<file path="src/rtl/dmem_arbiter.sv">
// Data-memory arbiter: shares one single-port memory between the core load/store
// path and a host/loader port, sequencing each access as grant, access window, ack.
module dmem_arbiter #(
  parameter int unsigned WAIT_CYCLES = 1,
  parameter bit          HOST_PRIO   = 1'b0,
  parameter logic [4:0]  HOST_MEMI   = 5'd2
) (
  input  logic        clk,
  input  logic        rst_n,
  input  logic        c_req,
  input  logic        c_we,
  input  logic [4:0]  c_memi,
  input  logic [31:0] c_addr,
  input  logic [31:0] c_wdata,
  output logic        c_ack,
  output logic [31:0] c_rdata,
  output logic        c_stall,
  input  logic        h_req,
  input  logic        h_we,
  input  logic [31:0] h_addr,
  input  logic [31:0] h_wdata,
  output logic        h_ack,
  output logic [31:0] h_rdata,
  output logic        m_en,
  output logic        m_we,
  output logic [4:0]  m_memi,
  output logic [31:0] m_addr,
  output logic [31:0] m_wdata,
  input  logic [31:0] m_rdata,
  output logic        grant_host
);

  typedef enum logic [1:0] {IDLE, ACCESS, DONE} state_t;

  localparam logic [3:0] CNT_LOAD = 4'(WAIT_CYCLES - 1);

  state_t      state_q, state_d;
  logic [3:0]  cnt_q, cnt_d;
  logic        rr_host_q, rr_host_d;
  logic        we_q, we_d;
  logic        pick_host;

  logic        m_en_d, m_we_d, c_ack_d, h_ack_d, grant_host_d;
  logic [4:0]  m_memi_d;
  logic [31:0] m_addr_d, m_wdata_d, c_rdata_d, h_rdata_d;

  assign c_stall = c_req & ~c_ack;

  // All outputs are registered, so the next-state logic also computes their next values;
  // m_we is raised one cycle early so the strobe lands exactly on the last access cycle.
  always_comb begin
    state_d      = state_q;
    cnt_d        = cnt_q;
    rr_host_d    = rr_host_q;
    we_d         = we_q;
    pick_host    = 1'b0;
    m_en_d       = m_en;
    m_we_d       = 1'b0;
    m_memi_d     = m_memi;
    m_addr_d     = m_addr;
    m_wdata_d    = m_wdata;
    c_ack_d      = 1'b0;
    h_ack_d      = 1'b0;
    c_rdata_d    = c_rdata;
    h_rdata_d    = h_rdata;
    grant_host_d = grant_host;

    case (state_q)
      IDLE: begin
        grant_host_d = 1'b0;
        m_en_d       = 1'b0;
        if (c_req || h_req) begin
          pick_host    = h_req & (~c_req | HOST_PRIO | ~rr_host_q);
          state_d      = ACCESS;
          cnt_d        = CNT_LOAD;
          rr_host_d    = pick_host;
          grant_host_d = pick_host;
          m_en_d       = 1'b1;
          if (pick_host) begin
            we_d      = h_we;
            m_memi_d  = HOST_MEMI;
            m_addr_d  = h_addr;
            m_wdata_d = h_wdata;
          end else begin
            we_d      = c_we;
            m_memi_d  = c_memi;
            m_addr_d  = c_addr;
            m_wdata_d = c_wdata;
          end
          m_we_d = (CNT_LOAD == 4'd0) ? we_d : 1'b0;
        end
      end
      ACCESS: begin
        if (cnt_q == 4'd0) begin
          state_d = DONE;
          m_en_d  = 1'b0;
          if (!we_q) begin
            if (grant_host) h_rdata_d = m_rdata;
            else            c_rdata_d = m_rdata;
          end
          if (grant_host) h_ack_d = 1'b1;
          else            c_ack_d = 1'b1;
        end else begin
          cnt_d  = cnt_q - 4'd1;
          m_we_d = (cnt_q == 4'd1) ? we_q : 1'b0;
        end
      end
      DONE: begin
        state_d      = IDLE;
        m_en_d       = 1'b0;
        grant_host_d = 1'b0;
      end
      default: state_d = IDLE;
    endcase
  end

  always_ff @(posedge clk or negedge rst_n) begin
    if (!rst_n) begin
      state_q    <= IDLE;
      cnt_q      <= '0;
      rr_host_q  <= 1'b1;
      we_q       <= 1'b0;
      m_en       <= 1'b0;
      m_we       <= 1'b0;
      m_memi     <= '0;
      m_addr     <= '0;
      m_wdata    <= '0;
      c_ack      <= 1'b0;
      h_ack      <= 1'b0;
      c_rdata    <= '0;
      h_rdata    <= '0;
      grant_host <= 1'b0;
    end else begin
      state_q    <= state_d;
      cnt_q      <= cnt_d;
      rr_host_q  <= rr_host_d;
      we_q       <= we_d;
      m_en       <= m_en_d;
      m_we       <= m_we_d;
      m_memi     <= m_memi_d;
      m_addr     <= m_addr_d;
      m_wdata    <= m_wdata_d;
      c_ack      <= c_ack_d;
      h_ack      <= h_ack_d;
      c_rdata    <= c_rdata_d;
      h_rdata    <= h_rdata_d;
      grant_host <= grant_host_d;
    end
  end

endmodule

</file>
<file path="config.mk">
export PLATFORM = sky130hd
export DESIGN_NAME = dmem_arbiter
export DESIGN_NICKNAME = d
export VERILOG_FILES = /design/src/rtl/dmem_arbiter.sv
export SDC_FILE = /design/constraint.sdc
export NUM_CORES = 1
export LEC_CHECK = 0
export CAP_MARGIN = 10
export CORE_MARGIN = 1
export CORE_UTILIZATION = 28
export DETAILED_ROUTE_END_ITERATION = 16
export SLEW_MARGIN = 20
export SYNTH_ARGS = -nofsm -noshare
export SYNTH_HDL_FRONTEND = slang
export SYNTH_SLANG_ARGS = --single-unit
</file>
<file path="constraint.sdc">
create_clock -name clk -period 1.8 [get_ports clk]
set_input_delay 0.36 -clock clk [delete_from_list [all_inputs] [get_ports clk]]
set_output_delay 0.36 -clock clk [all_outputs]
set_load 0.05 [all_outputs]
</file>
==> impl_metrics.csv, run 1 <==
group,metric,value,unit
critical_path,reg2reg_depth,5,
die,ios,310,
logic_synthesis,avgSynthCellArea,13.79,um2
power,seqPwrFrac,26.8,%
min_path,hp-class,"in2async",
routing,firstDrtPassIters,4,
power,clkPwrFrac,15.0,%
logic_synthesis,synthMuxAreaShare,12.17,%
routing,drtIter0Drc,143,
clocking,clock-sinks,146,
logic_synthesis,synth-compound-area-share,13.16,%
sta,drv_slew,0,
cells_and_area,regArea,0.003655,mm2
critical_path,end_kind,"flip-flop",
placed_design,post-place-cells,1019,
cells_and_area,final_util,47.68,%
logic_synthesis,synthAdderAreaFrac,1.232,%
power,p_leak,0.004741,uW
clocking,clock_path_buffers,2,
cells_and_area,synthToLayoutAreaGrowth,65.49,%
power,switchingPower,10580,uW
die,fp.dieH,149.5,um
logic_synthesis,synthArstFlopShare,100.0,%
clocking,cts-root-buf,"clkbuf_16",
outcome,status,"completed",
routing,drc_errors,0,
clocking,cts_tree,"built",
die,fp-row-count,53,
logic_synthesis,syn_area,0.006095,mm2
global_route,grt_pass1_vias,5314,
cells_and_area,multi_input_area,0.002360,mm2
die,die_x,149.5,um
routing,drtAntennaViolNets,0,
power,p_comb_share,58.2,%
logic_synthesis,synth_ff_type,"dfrtp_1",
placed_design,post-dp-hpwl,14440,um
sta,layout_setup_ws,0.03375,ns
sta,hold_violations,0,
logic_synthesis,syn-num-nets,619,
sta,fin_crit,1.766,ns
critical_path,cp_data_required_time,2.10,ns
clocking,clock_latency,0.42,ns
sta,worstMarginPinSlew,0.4974,ns
critical_path,startpoint_type,"flip-flop",
logic_synthesis,synth_top_family_by_area,"compound AO/OA/AOI/OAI gates",
logic_synthesis,syn_inst,442,
global_route,grt_max_degree,52,
power,power_density,2170,mW/mm2
routing,routed-via-count,5064,
clocking,numCtsBuffers,17,
critical_path,crit_type,"reg2reg",
sta,worst_hold_slack,0.4600,ns
die,core_area,0.02115,mm2
cells_and_area,drive_gt1_share,36.28,%
logic_synthesis,ys_types,38,
power,sw_frac_of_total,48.35,%
cells_and_area,n_antenna_cell,0,
routing,vias_per_cell,4.800,
critical_path,critical_path.startpoint,"state_q[0]$_DFFE_PN0P_",
critical_path,cp.arrival,2.06,ns
routing,finalWirelength,19850,um
placed_design,port_buffers,309,
cells_and_area,fin_cells,1055,
critical_path,path_cells,"inv_1 -> ha_2 -> or3b_1 -> and4_1 -> a211o_1",
cells_and_area,nets,945,
routing,wl_per_cell,18.82,um
placed_design,gp_congestion,0.7646,
sta,grt_setup_unrepaired,"true",
logic_synthesis,synth-seq-cells,146,
global_route,track_usage,17.31,%
cells_and_area,nFillCells,1926,
sta,finalSetupViolCount,0,
critical_path,r2r-start,"state_q[0]$_DFFE_PN0P_",
clocking,clk_pin_slew,0.06,ns
job,max_cap_violations,0,
power,p_int,11300,uW
sta,final.setup_skew,0.009264,ns
sta,clock.fmax,566.2,MHz
sta,max_slew_margin,66.84,%
logic_synthesis,synth-xor-area-share,0.1437,%
global_route,antenna_found_initial,0,
logic_synthesis,synth_simple_gate_area_share,9.649,%
critical_path,slowest_delay,0.42,ns
critical_path,worst_path_max_delay_cell,"or3b_1",
sta,finalCritPeriodShare,98.13,%
power,fin_total_pwr,21890,uW
global_route,grt-ovfl-total,0,
die,initial_utilization,28.81,%
die,die_area,0.02236,mm2
power,irDropWorstVdd,0.8392,mV
global_route,grt_pass1_wl,29400,um
placed_design,place_ws,-0.2376,ns
clocking,cts_htree_levels,4,
logic_synthesis,yosys_warnings,0,
critical_path,path_max_fanout,5,
logic_synthesis,synth-edff-count,0,
logic_synthesis,synth-seq-area-share,59.97,%
==> layer usage <==
layer	global-route usage (%)	wire length [um]	vias up
met4	6.582	369	0
met2	29.70	9627	243
met5	0	0	-
met3	4.909	1735	22
met1	20.39	8121	2450
li1	-	-	2349
==> synth_stat cells, drive strengths merged (3+ instances only) <==
| library cell | n | share of area, % |
|---|---|---|
| ha | 6 | 1.2 |
| nor2 | 7 | 0.43 |
| clkbuf | 15 | 0.92 |
| mux2 | 65 | 12 |
| a21oi | 4 | 0.33 |
| and3 | 68 | 7.0 |
| dfrtp | 145 | 60 |
| a22o | 5 | 0.72 |
| nand2 | 6 | 0.37 |
| a221o | 64 | 11 |
| inv | 4 | 0.25 |
| o21ai | 6 | 0.49 |
| buf | 22 | 2.5 |
| nor3b | 3 | 0.45 |
==> registers in the layout, indices dropped and copies added, names as in the netlist, 2 cells and up <==
register  cells
c_rdata      32
cnt_q         4
h_rdata      32
m_addr       32
m_memi        5
m_wdata      32
state_q       2
==> layout make-up <==
| cell class | instances | share of cell area, % |
|---|---|---|
| Clock inverter | 14 | 1.166 |
| Clock buffer | 17 | 4.218 |
| Inverter | 4 | 0.1489 |
| Multi-Input combinational cell | 255 | 23.40 |
| Timing Repair Buffer | 344 | 31.42 |
| Sequential cell | 146 | 36.24 |
| Tap cell | 275 | 3.411 |
==> through the flow <==
step                area (um2)  TNS [ns]
floorplan                 6095         0
global placement          9330    -11.95
detailed placement        9330    -16.02
CTS                       9928         0
global route             10090   -0.2687
finish                   10090         0
==> power by group through the flow <==
stage	registers [uW]	logic, uW	clock network (uW)
detailed placement	5870	12600	0
CTS	5860	12600	3380
floorplan	11100	3020	0
global route	6070	13300	3540
global placement	5830	12400	0
finish	5870	12700	3270
==> placed cells by master (no fill, tap or decap), types with 3 or more instances in the layout <==
cell and n:
inv_6 6, a22o_1 5, a21oi_1 4, dfrtp_1 145, mux2_2 47, clkinvlp_4 5
clkdlybuf4s50_1 168, nand2_1 6, nor2_1 6, mux2_4 17, o21ai_0 5, buf_12 8
a221o_1 64, inv_1 3, clkbuf_16 19, buf_4 161, ha_1 3, and3_1 67
==> what timing repair did <==
action	CTS	global route
endpoints found under the setup margin	34	67
setup buffers	0	1
hold endpoints to repair	45	0
cloned	1	2
pin swaps	1	2
hold buffers	1	0
gates resized for setup	8	24
==> cell families after synthesis <==
kind of cell | after synthesis
buf+inv | 41
xor+xnor | 1
fa+ha+maj | 6
compound gates | 87
mux | 66
simple gates | 95
flops | 146
==> worst max-delay path, delay by kind of cell, from the launching register on <==
| kind | cells | cell delay [ns] |
|---|---|---|
| buffers and inverters | 1 | 0.11 |
| and+or+nand+nor | 2 | 0.64 |
| DFF | 1 | 0.41 |
| AOI/OAI and AO/OA | 1 | 0.22 |
| adders and majority gates | 1 | 0.27 |
==> final timing paths <==
| path | endpoint | slack, ns |
|---|---|---|
| worst max-delay path | cnt_q[0]$_DFFE_PN0P_ | 0.03 |
| worst min-delay path | h_rdata[29]$_DFFE_PN0P_ | 0.46 |
| worst max register to register | cnt_q[0]$_DFFE_PN0P_ | 0.03 |
| worst min register to register | rr_host_q$_DFFE_PN1P_ | 0.48 |
| max in group asynchronous | m_wdata[30]$_DFFE_PN0P_ | 0.72 |
| min in group clk | rr_host_q$_DFFE_PN1P_ | 0.48 |
Power figures use the tool's default switching activity.
==> run 2, diff against run 1 <==
- GPL_TIMING_DRIVEN: not set -> 1
==> results of run 2 <==
No change in the layout: final DEF, timing and power equal those of run 1.
